## config.mk

```make
export PLATFORM = sky130hd
export DESIGN_NAME = snake_master_fsm
export DESIGN_NICKNAME = d
export VERILOG_FILES = /design/src/rtl/snake_master_fsm.sv
export SDC_FILE = /design/constraint.sdc
export NUM_CORES = 1
export LEC_CHECK = 0
export BUFFER_PORTS_ARGS = -buffer_cell sky130_fd_sc_hd__buf_2
export CAP_MARGIN = 10
export CORE_MARGIN = 3
export CORE_UTILIZATION = 45
export CTS_CLUSTER_DIAMETER = 50
export DETAILED_ROUTE_END_ITERATION = 12
export PLACE_DENSITY = 0.68
export SETUP_SLACK_MARGIN = 0.2
export SLEW_MARGIN = 20
export SYNTH_ARGS = -nofsm -noshare
export SYNTH_HDL_FRONTEND = slang
export SYNTH_SLANG_ARGS = --single-unit
```

## constraint.sdc

```tcl
create_clock -name CLK -period 8.2 [get_ports CLK]
set_clock_uncertainty 0.1 [all_clocks]
set_input_delay 0.82 -clock CLK [delete_from_list [all_inputs] [get_ports CLK]]
set_output_delay 0.82 -clock CLK [all_outputs]
set_load 0.01 [all_outputs]
```

## src/rtl/snake_master_fsm.sv

```systemverilog
// rtl/snake_master_fsm.sv - master game sequencer: game state, score, move tick pacing and target requests
module snake_master_fsm #(
    parameter int WIN_SCORE = 10,
    parameter int TICK_W    = 24,
    parameter int TICK_BASE = 5_000_000,
    parameter int TICK_STEP = 250_000,
    parameter int TICK_MIN  = 1_000_000
) (
    input  logic       CLK,
    input  logic       RESET,
    input  logic       START,
    input  logic       REACHED,
    input  logic       HIT,
    input  logic       TARGET_ACK,
    output logic [1:0] M_STATE,
    output logic [3:0] SCORE,
    output logic       MOVE_TICK,
    output logic       TARGET_REQ
);
    localparam int PW = TICK_W + 4;

    typedef enum logic [1:0] {
        S_IDLE = 2'd0,
        S_PLAY = 2'd1,
        S_WIN  = 2'd2,
        S_LOSE = 2'd3
    } state_t;

    state_t            state_q;
    logic [3:0]        score_q;
    logic [TICK_W-1:0] cnt_q;
    logic              move_tick_q;
    logic              target_req_q;
    logic              start_prev_q;

    logic              start_rise;
    logic [3:0]        score_inc;
    logic [PW-1:0]     prod;
    logic [PW-1:0]     period;
    logic [PW-1:0]     last_cnt;
    logic [PW-1:0]     cnt_ext;
    logic              tick_hit;
    logic              cnt_over;

    assign start_rise = START & ~start_prev_q;
    assign score_inc  = score_q + 4'd1;

    // Period shrinks with score; the clamp test runs on the product so the subtraction never wraps.
    always_comb begin
        prod = PW'(score_q) * PW'(TICK_STEP);
        if (prod >= PW'(TICK_BASE - TICK_MIN)) begin
            period = PW'(TICK_MIN);
        end else begin
            period = PW'(TICK_BASE) - prod;
        end
        last_cnt = period - PW'(1);
        cnt_ext  = PW'(cnt_q);
        tick_hit = (cnt_ext == last_cnt);
        cnt_over = (cnt_ext > last_cnt);
    end

    always_ff @(posedge CLK) begin
        if (RESET) begin
            state_q      <= S_IDLE;
            score_q      <= '0;
            cnt_q        <= '0;
            move_tick_q  <= 1'b0;
            target_req_q <= 1'b0;
            start_prev_q <= 1'b1;
        end else begin
            start_prev_q <= START;
            move_tick_q  <= 1'b0;
            case (state_q)
                S_IDLE: begin
                    cnt_q <= '0;
                    if (start_rise) begin
                        state_q      <= S_PLAY;
                        score_q      <= '0;
                        target_req_q <= 1'b1;
                    end
                end
                S_PLAY: begin
                    if (HIT) begin
                        state_q      <= S_LOSE;
                        target_req_q <= 1'b0;
                        cnt_q        <= '0;
                    end else begin
                        if (tick_hit) begin
                            move_tick_q <= 1'b1;
                            cnt_q       <= '0;
                        end else if (cnt_over) begin
                            cnt_q <= '0;
                        end else begin
                            cnt_q <= cnt_q + TICK_W'(1);
                        end
                        if (target_req_q && TARGET_ACK) begin
                            target_req_q <= 1'b0;
                        end
                        // A pending request masks REACHED, so one target can only score once.
                        if (REACHED && !target_req_q) begin
                            score_q <= score_inc;
                            if (score_inc == 4'(WIN_SCORE)) begin
                                state_q      <= S_WIN;
                                target_req_q <= 1'b0;
                                move_tick_q  <= 1'b0;
                                cnt_q        <= '0;
                            end else begin
                                target_req_q <= 1'b1;
                            end
                        end
                    end
                end
                S_WIN, S_LOSE: begin
                    cnt_q        <= '0;
                    target_req_q <= 1'b0;
                    if (start_rise) begin
                        state_q <= S_IDLE;
                    end
                end
                default: begin
                    state_q <= S_IDLE;
                end
            endcase
        end
    end

    assign M_STATE    = state_q;
    assign SCORE      = score_q;
    assign MOVE_TICK  = move_tick_q;
    assign TARGET_REQ = target_req_q;

endmodule

```

==> results of run 1 <==
-- power by group through the flow --
stage                     clock network, mW  registers [mW]  logic (mW)
after floorplan                           0           0.168      0.0147
after global placement                    0           0.167      0.0210
after detailed placement                  0           0.167      0.0215
after CTS                             0.165           0.163      0.0216
after global routing                  0.172           0.163      0.0243
final                                 0.163           0.163      0.0214
-- cell families (layout without fill, tap and decap cells) --
logic type,count (synthesis),in the layout
simple gates,151,151
compound gates,67,67
xor+xnor,57,57
fa+ha+maj,52,52
flops,33,33
buf+inv,29,41
mux,2,2
other cells,1,1
-- worst max-delay path by stage --
| stage | depth (start not counted) | from | slack [ns] | endpoint |
|---|---|---|---|---|
| floorplan | 27 | SCORE[1] | 2.36 | cnt_q[10] |
| global placement | 22 | SCORE[2] | 1.48 | cnt_q[4] |
| detailed placement | 22 | SCORE[2] | 1.20 | cnt_q[11] |
| CTS | 22 | SCORE[2] | 1.20 | cnt_q[18] |
| global route | 22 | SCORE[2] | 0.53 | cnt_q[23] |
| finish | 22 | SCORE[2] | 1.23 | cnt_q[18] |
-- cell usage in the layout, fill, tap and decap left out, drive strengths merged, types with 3 or more instances in the layout --
cell type,n
o21ai,14
nor2b,5
clkbuf,7
a21o,5
inv,19
nand2b,10
and3,9
nand3,16
fa,5
a31oi,5
xor2,27
dfxtp,33
ha,46
xnor2,30
nand4,9
o211ai,3
o22ai,3
nand2,31
a21oi,22
buf,14
nor2,44
nor3,14
nor4,3
-- area by class of cell --
type	instances	area (sq um)	share of cell area (%)
multi-input combinational	330	2450	70.2
inverter	19	71.3	2.04
clock buffer	7	86.3	2.47
timing repair buffer	14	72.6	2.08
clock inverter	1	30.0	0.861
tap	96	120	3.44
sequential	33	661	18.9
-- layer usage --
metal	share of wire, %	wire, microns	vias up	track usage (%)
li1	-	-	1385	-
met5	0	0	-	0
met1	48	3230	1232	23.5
met4	1.9	127	0	5.23
met3	3.3	224	14	3.08
met2	47	3160	49	27.8
-- worst max-delay path, cell delays in order, from the launching register on --
cell       delay, ns
dfxtp_1         0.87
fa_1            0.58
fa_1            0.45
ha_1            0.36
o21a_1          0.20
a21oi_1         0.13
o21ai_0         0.11
xor2_1          0.21
nand4_1         0.50
nand2_1         0.27
ha_1            0.27
nand3_1         0.14
o21bai_1        0.24
nor4b_2         0.32
o2111ai_1       0.17
xnor2_1         0.16
ha_1            0.28
nand4_1         0.12
nor4_1          0.41
nand2_1         0.10
nand3_1         0.14
or2_1           0.58
nor2_1          0.12
-- synth_stat cells (all sizes together) (2+ instances only) --
cell type,n
nor3b,2
o211ai,3
and3,9
a21o,5
inv,19
a31o,2
mux2i,2
nor4,3
or2,2
nor3,14
xor2,27
nor2,44
fa,5
clkbuf,8
nand2b,10
nand3,16
ha,46
buf,2
nand4,9
o22ai,3
o21ai,14
nor2b,5
and2,2
a21bo,2
or3,2
xnor2,30
nand2,31
dfxtp,33
a31oi,5
a21oi,22
a211oi,2
-- per-stage QoR --
step | hold slack (ns) | power, mW
after global routing | 0.390 | 0.359
after CTS | 0.355 | 0.350
after detailed placement | 0.342 | 0.188
final | 0.352 | 0.347
after floorplan | 0.318 | 0.182
after global placement | 0.331 | 0.188
-- registers in the layout, summed over array words and instances (netlist names) --
register and count:
cnt_q 24, SCORE 4, M_STATE 2, MOVE_TICK 1
TARGET_REQ 1, start_prev_q 1
==> flow_summary.toml, run 1 <==
[finish]
final.fill_count = 688
design_area_sq_mm = 0.00349
areaGrowthSynthToFinish_pct = 8.39
layout.nets = 460
instances_no_fill = 500
drive_gt1_share_pct = 10.4
utilization_pct = 50.8
n_antenna_cell = 0

[clock_network]
cts_buffers = 5
cts-root-buf = "clkbuf_8"
cts.sinks = 33
cts_buffer_depth = 2
tritoncts = "built"
postCtsSetupBuffers = 0
insertion_delay_ns = 0.29
htree_levels = 2
cts_hold_buf = 0
cts.clk_slew.worst_paths_ns = 0.07
post_cts_resized = 0

[yosys]
synth_seq_cells = 33
ys_types = 57
synth_top_area_cell = "dfxtp_1"
yosysWarnings = 0
muxShareOfSynthArea_pct = 0.622
synth-simple-area-share_pct = 23.7
syn_avg_cell_area_sq_um = 8.21
yosysTopAreaCellShare_pct = 20.5
yosys.area_share.xor_xnor_pct = 16.2
synth_fa_ha_area_share_pct = 21.3
synth_ff_type = "dfxtp_1"
synth_compound_area_share_pct = 14.1
synth_edf_count = 0
syn-instance-count = 392
synth_nets = 449
ys_seq_area_share_pct = 20.5
syn_area_sq_mm = 0.00322
synth_area_leaders = "dfxtp_1, ha_1, xnor2_1"
synthArstFlopShare_pct = 0
synth_top_family_by_area = "simple AND/OR/NAND/NOR gates"

[power]
seqPwrFrac_pct = 47.0
powerDensity_mw_per_mm2 = 99.5
switching_power_mw = 0.0777
pwr-share-clk_pct = 46.8
ir_drop_mv = 0.0651
pwr-share-comb_pct = 6.2
swShare_pct = 22.4
p_int_mw = 0.270
cellLeakagePower_nw = 1.46

[critical_path]
start_kind = "flip-flop"
cp_max_fo = 23
r2r_setup_slack_ns = 1.23
reg2reg_to = "cnt_q[18]"
end_kind = "flip-flop"
reg2reg_depth = 22
crit_required_ns = 8.24
cp.arrival_ns = 7.01
r2r_start = "SCORE[2]"
worstSetupPathType = "reg -> reg"

[outcome]
outcome = "finished, final reports clean"

[global_routing]
grt_pass1_wl_mm = 12.1
grt.overflow.total = 0
antenna_found_initial = 0
grt_use_total_pct = 17.3
grt_max_degree = 24
grt_pass1_vias = 2662

[die]
io_pins = 14
fp.coreArea_sq_mm = 0.00687
fp-row-count = 30
die_h_microns = 90.6
die_w_microns = 90.6
initial_core_util_pct = 46.9
die_area_sq_mm = 0.00820

[min_path]
holdPathStages = 1
min_to = "cnt_q[0]"
hold_start = "cnt_q[0]"
hold_path_class = "reg -> reg"

[timing]
finalCritPeriodShare_pct = 85.0
fin_ws_ns = 1.23
setup_tns_ns = 0
worstMarginPinSlew_ns = 0.840
fmaxAchievable_mhz = 143
rsz0062_at_grt = "false"
hold_viol = 0
slew-limit-headroom_pct = 43.9
setup_viol = 0
report.final.slew_viol_count = 0
period_minus_slack_ns = 6.97

[place]
pre_cts_ws_ns = 1.20
port_buffers = 13
dpl.hpwl_mm = 5.29
place.gp.congestion = 0.863
placed_area_sq_mm = 0.00337
dp_cells = 492

[run]
cap_violations = 0

[route]
via_per_inst = 5.36
dr.pass1.iters = 4
num_vias = 2680
avgRoutedWirePerCell_microns = 13.5
wl_mm = 6.74
drt_iter0_markers = 107
postRouteAntennaNets = 0
drc = 0
Note: power is estimated with default switching activity, not from simulation.
==> run 2, diff against run 1 <==
--- a/config.mk
+++ b/config.mk
@@ -5,13 +5,14 @@
 export SDC_FILE = /design/constraint.sdc
 export NUM_CORES = 1
 export LEC_CHECK = 0
+export ABC_AREA = 1
 export BUFFER_PORTS_ARGS = -buffer_cell sky130_fd_sc_hd__buf_2
 export CAP_MARGIN = 10
 export CORE_MARGIN = 3
 export CORE_UTILIZATION = 45
 export CTS_CLUSTER_DIAMETER = 50
 export DETAILED_ROUTE_END_ITERATION = 12
-export PLACE_DENSITY = 0.68
+export PLACE_DENSITY = 0.7
 export SETUP_SLACK_MARGIN = 0.2
 export SLEW_MARGIN = 20
 export SYNTH_ARGS = -nofsm -noshare
==> constraint.sdc (replaced) <==
create_clock -name CLK -period 6.2 [get_ports CLK]
set_clock_uncertainty 0.1 [all_clocks]
set_input_delay 0.62 -clock CLK [delete_from_list [all_inputs] [get_ports CLK]]
set_output_delay 0.62 -clock CLK [all_outputs]
set_load 0.01 [all_outputs]
==> run 2 against run 1 <==
  * Final cell count rose by 31%
  * Critical path depth rose by 11
  * Combinational power rose to 25 times the previous value
  * Register-to-register slack got worse by 0.49 ns
  * Synthesized cell count rose by 37%
  * Fmax rose by 28%
  * Non-clock buffer count rose by 1
  * Final area rose by 13%
  * Critical path type unchanged
==> flow_summary.toml, run 2 <==
[critical_path]
reg2reg_to = "cnt_q[6]"
worstSetupPathType = "reg -> reg"
start_kind = "flip-flop"
end_kind = "flip-flop"
reg2reg_depth = 33
crit_required_ns = 6.28
r2r_start = "SCORE[1]"
critPathBufInv = 7
cp.arrival_ns = 5.54
slowest_stage = "fa_1"
r2r_setup_slack_ns = 0.74
slowest_delay_ns = 0.53
worst_path_most_repeated_cell = "nand2_1"
cp_max_fo = 18
critPathTopFamily = "simple AND/OR/NAND/NOR gates"

[clock_network]
post_cts_resized = 0
cts.sinks = 33
cts.clk_slew.worst_paths_ns = 0.09
insertion_delay_ns = 0.29
cts_buffer_depth = 2
cts_hold_buf = 0
tritoncts = "built"
cts-root-buf = "clkbuf_8"
cts_buffers = 5
htree_levels = 2
postCtsSetupBuffers = 0

[die]
fp.coreArea_sq_mm = 0.00781
io_pins = 14
die_w_microns = 96.4
fp-row-count = 32
die_area_sq_mm = 0.00928
initial_core_util_pct = 47.1
die_h_microns = 96.4

[route]
avgRoutedWirePerCell_microns = 12.0
num_vias = 3363
via_per_inst = 5.12
drt_iter0_markers = 206
postRouteAntennaNets = 0
wl_mm = 7.91
drc = 0
dr.pass1.iters = 5

[place]
dp_cells = 649
pre_cts_ws_ns = 0.565
dpl.hpwl_mm = 6.47
port_buffers = 13
place.gp.congestion = 0.884

[timing]
whs_ns = 0.362
fin_ws_ns = 0.738
fmaxAchievable_mhz = 183
finalCritPeriodShare_pct = 88.1
period_minus_slack_ns = 5.46
hold_viol = 0
report.final.slew_viol_count = 0
setup_tns_ns = 0
rsz0062_at_grt = "false"
setup_viol = 0

[finish]
layout.nets = 611
largest_register_ffs = 24
n_antenna_cell = 0
drive_gt1_share_pct = 16.9
final_cell_mix = "nand2_1, inv_1, ha_1, nand3_1, nor2_1"
final_common_cell = "nand2_1"
areaGrowthSynthToFinish_pct = 7.77
top_register = "cnt_q"
instances_no_fill = 657

[yosys]
yosysMostFrequentCell = "nand2_1"
synth_seq_cells = 33
synth_area_leaders = "dfxtp_1, ha_1, nand2_1"
synth_top_area_cell = "dfxtp_1"
ys_seq_area_share_pct = 18.0
syn_area_sq_mm = 0.00367
yosysTopAreaCellShare_pct = 18.0
syn-instance-count = 536
syn_avg_cell_area_sq_um = 6.85
synthArstFlopShare_pct = 0
synth_commonest_cells = "nand2_1, inv_1, ha_1"
synth_ff_type = "dfxtp_1"
yosysWarnings = 0
synth_edf_count = 0
ys_types = 45
synth_nets = 593

[power]
seqPwrFrac_pct = 23.1
cellLeakagePower_nw = 1.86
swShare_pct = 46.6
power_mw = 0.982
pwr-share-comb_pct = 54.5
pwr-share-clk_pct = 22.3
ir_drop_mv = 0.191
p_int_mw = 0.524
switching_power_mw = 0.458
powerDensity_mw_per_mm2 = 248

[min_path]
hold_path_class = "reg -> reg"
hold_start = "cnt_q[0]"
min_to = "cnt_q[0]"
holdPathStages = 1

[global_routing]
grt_pass1_wl_mm = 13.9
grt_pass1_vias = 3153
grt.overflow.total = 0
antenna_found_initial = 0
grt_use_total_pct = 18.6
grt_max_degree = 19

[outcome]
outcome = "finished, final reports clean"

[run]
cap_violations = 0
## run 2: cell types whose count changed after synthesis, moves of 8 or more
cell and delta:
nand3_1 +23, inv_2 +9, nand2_2 +9, nand2b_1 -9, nand2_1 +93, inv_1 +50, nor2_2 +24, xnor2_1 -22
clkbuf_1 -8, nor2_4 +9, xor2_1 -12
## run 2: final cells by class
class,count,area [sq um]
Clock inverter,3,46.3
Tap cell,102,128
Inverter,79,302
Clock buffer,5,68.8
Fill cell,787,3850
Timing Repair Buffer,15,80.1
Sequential cell,33,662
Multi-Input combinational cell,420,2670
## run 2: how the worst max path moves through the flow
stage                        start         to  slack (ns)  cells after the start
after floorplan           SCORE[1]  cnt_q[13]        1.04                     34
after global placement    SCORE[1]   cnt_q[3]        0.81                     33
after detailed placement  SCORE[1]   cnt_q[8]        0.56                     33
after CTS                 SCORE[1]   cnt_q[8]        0.52                     33
after global routing      SCORE[1]  cnt_q[14]        0.23                     33
final                     SCORE[1]   cnt_q[6]        0.74                     33
## run 2: routing by layer
metal | GRT usage [%] | wire (microns) | share of wire [%]
met5 | 0 | 0 | 0
met4 | 3.62 | 78 | 0.99
met3 | 2.97 | 230 | 2.9
met2 | 31.6 | 3790 | 48
met1 | 25.0 | 3810 | 48
## run 2: per-stage QoR
| stage | util (%) | instance area, sq um |
|---|---|---|
| 2_1_floorplan | - | 3670 |
| 5_1_grt | 50.7 | 3960 |
| 4_1_cts | 50.7 | 3960 |
| 3_3_place_gp | 49.2 | 3840 |
| 3_5_place_dp | 49.2 | 3840 |
| 6_report | 50.7 | 3960 |
## run 2: power groups by stage
stage	Clock (mW)	Combinational (mW)	Sequential [mW]
after floorplan	0	0.427	0.236
after global placement	0	0.523	0.232
after detailed placement	0	0.536	0.232
after CTS	0.223	0.538	0.227
after global routing	0.230	0.623	0.229
final	0.219	0.536	0.227
## run 2: logic make-up (layout without fill, tap and decap cells)
logic type	count (synthesis)	in the layout	share of synthesized area [%]
AOI/OAI and AO/OA	55	55	8.86
DFF	33	33	18.0
xor gates and xnor gates	20	20	4.77
buffers and inverters	83	102	9.26
other	1	1	0.102
adders and majority gates	51	51	18.4
and+or+nand+nor	293	293	40.6
==> run 3, diff against run 2 <==
--- a/config.mk
+++ b/config.mk
@@ -5,14 +5,13 @@
 export SDC_FILE = /design/constraint.sdc
 export NUM_CORES = 1
 export LEC_CHECK = 0
-export ABC_AREA = 1
 export BUFFER_PORTS_ARGS = -buffer_cell sky130_fd_sc_hd__buf_2
 export CAP_MARGIN = 10
 export CORE_MARGIN = 3
 export CORE_UTILIZATION = 45
 export CTS_CLUSTER_DIAMETER = 50
 export DETAILED_ROUTE_END_ITERATION = 12
-export PLACE_DENSITY = 0.7
+export PLACE_DENSITY = 0.71
 export SETUP_SLACK_MARGIN = 0.2
 export SLEW_MARGIN = 20
 export SYNTH_ARGS = -nofsm -noshare
==> run 3 against run 2 <==
  * Die area shrank 12%
  * Largest cell class unchanged
  * Fmax decreased by 2.6%
  * Critical path type unchanged
  * Sequential power shrank 5%
  * Largest power group is now registers
  * First-iteration DRC count decreased by 45%
  * Final area decreased by 10%
  * Sequential cell count stayed put
  * Core utilization grew 1.2 points
==> flow_summary.toml, run 3 (synthesized netlist as in run 1, its figures left out) <==
[place]
placed_area_sq_mm = 0.00342
port_buffers = 13
dpl.hpwl_mm = 5.56
place.gp.congestion = 0.838

[global_routing]
grt_pass1_vias = 2687
grt_max_degree = 22
grt.overflow.total = 0
antenna_found_initial = 0
grt_use_total_pct = 17.7
grt_pass1_wl_mm = 12.3

[route]
avgRoutedWirePerCell_microns = 14.0
drc = 0
via_per_inst = 5.42
drt_iter0_markers = 114
postRouteAntennaNets = 0
dr.pass1.iters = 4
wl_mm = 7.13
num_vias = 2752

[clock_network]
htree_levels = 2
tritoncts = "built"
cts_buffer_depth = 2
cts_buffers = 5
cts-root-buf = "clkbuf_8"
insertion_delay_ns = 0.29
cts.sinks = 33
cts.clk_slew.worst_paths_ns = 0.07

[min_path]
hold_start = "cnt_q[0]"
min_to = "cnt_q[0]"
holdPathStages = 1
hold_path_class = "reg -> reg"

[die]
fp.coreArea_sq_mm = 0.00687
io_pins = 14
die_h_microns = 90.6
die_w_microns = 90.6
initial_core_util_pct = 46.9
fp-row-count = 30
die_area_sq_mm = 0.00820

[critical_path]
slowest_stage = "fa_1"
cp_max_fo = 21
reg2reg_to = "cnt_q[11]"
cp_cell_sequence = "fa_1, fa_1, ha_1, o21a_1, a21oi_1, o21ai_0, xor2_1, nand4_1, nand2_1, ha_2, nand3_1, o21bai_1, nor4b_2, o2111ai_1, xnor2_1, ha_1, nand4_1, nor4_2, nand2_1, nand3_1, or2_1, buf_4, nor2_1"
end_kind = "flip-flop"
crit_required_ns = 6.27
slowest_delay_ns = 0.50
reg2reg_depth = 23
startpoint = "SCORE[2]"
start_kind = "flip-flop"
r2r_start = "SCORE[2]"
r2r_setup_slack_ns = 0.59
cp.arrival_ns = 5.68
worstSetupPathType = "reg -> reg"

[outcome]
outcome = "finished, final reports clean"

[finish]
largest_register_ffs = 24
areaGrowthSynthToFinish_pct = 10.7
layout.nets = 468
top_register = "cnt_q"
design_area_sq_mm = 0.00356
final_cell_mix = "ha_1, nor2_1, dfxtp_1, nand2_1, xnor2_1"
final_common_cell = "ha_1"
n_antenna_cell = 0
drive_gt1_share_pct = 13.1

[power]
powerDensity_mw_per_mm2 = 129
ir_drop_mv = 0.108
cellLeakagePower_nw = 1.50
power_mw = 0.459

[timing]
setup_viol = 0
period_minus_slack_ns = 5.61
whs_ns = 0.352
report.final.slew_viol_count = 0
worstMarginPinSlew_ns = 0.561
hold_viol = 0
setup_tns_ns = 0
finalCritPeriodShare_pct = 90.5
slew-limit-headroom_pct = 62.6
rsz0062_at_grt = "false"
fmaxAchievable_mhz = 178

[run]
cap_violations = 0
run 3: timing repair:
action	CTS	global route
resized for setup	0	4
endpoints found under the hold margin	0	0
setup buffers	0	2
endpoints found under the setup margin	0	21
hold buffers	0	0
run 3: worst max path at each step:
stage	to	cells past startpoint
floorplan	cnt_q[10]	27
global placement	cnt_q[4]	26
detailed placement	cnt_q[20]	26
CTS	cnt_q[4]	26
global route	cnt_q[17]	26
finish	cnt_q[11]	23
run 3: layout make-up:
class	count	area [sq um]
clock buffers	7	86.3
clock inverters	1	30.0
fillers	645	3300
inverters	19	71.3
multi-input cells	330	2460
flip-flops and latches	33	662
well taps	96	120
repair buffers	22	133
run 3: worst max-delay path: cells and delay by family (launching register included):
family          cells  cell delay [ns]
xor+xnor            2             0.37
flops               1             0.44
buf+inv             1             0.23
simple gates       10             1.68
compound gates      5             0.84
fa+ha+maj           5             1.84
run 3: metal layers:
metal | share of wire (%) | GRT usage [%]
met1 | 48 | 23.3
met2 | 46 | 30.0
met3 | 3.8 | 3.00
met4 | 1.6 | 4.72
met5 | 0 | 0
run 3: power breakdown:
part	switching [mW]	internal (mW)
registers	0.00222	0.214
logic	0.0172	0.0117
clock network	0.0829	0.131
total	0.102	0.357
run 3: through the flow:
stage	setup WS [ns]	utilization (%)	cells
4_1_cts	0.507	51.5	506
2_1_floorplan	0.360	-	392
3_3_place_gp	0.683	49.8	498
3_5_place_dp	0.515	49.8	498
5_1_grt	0.222	51.9	508
6_report	0.591	51.9	508
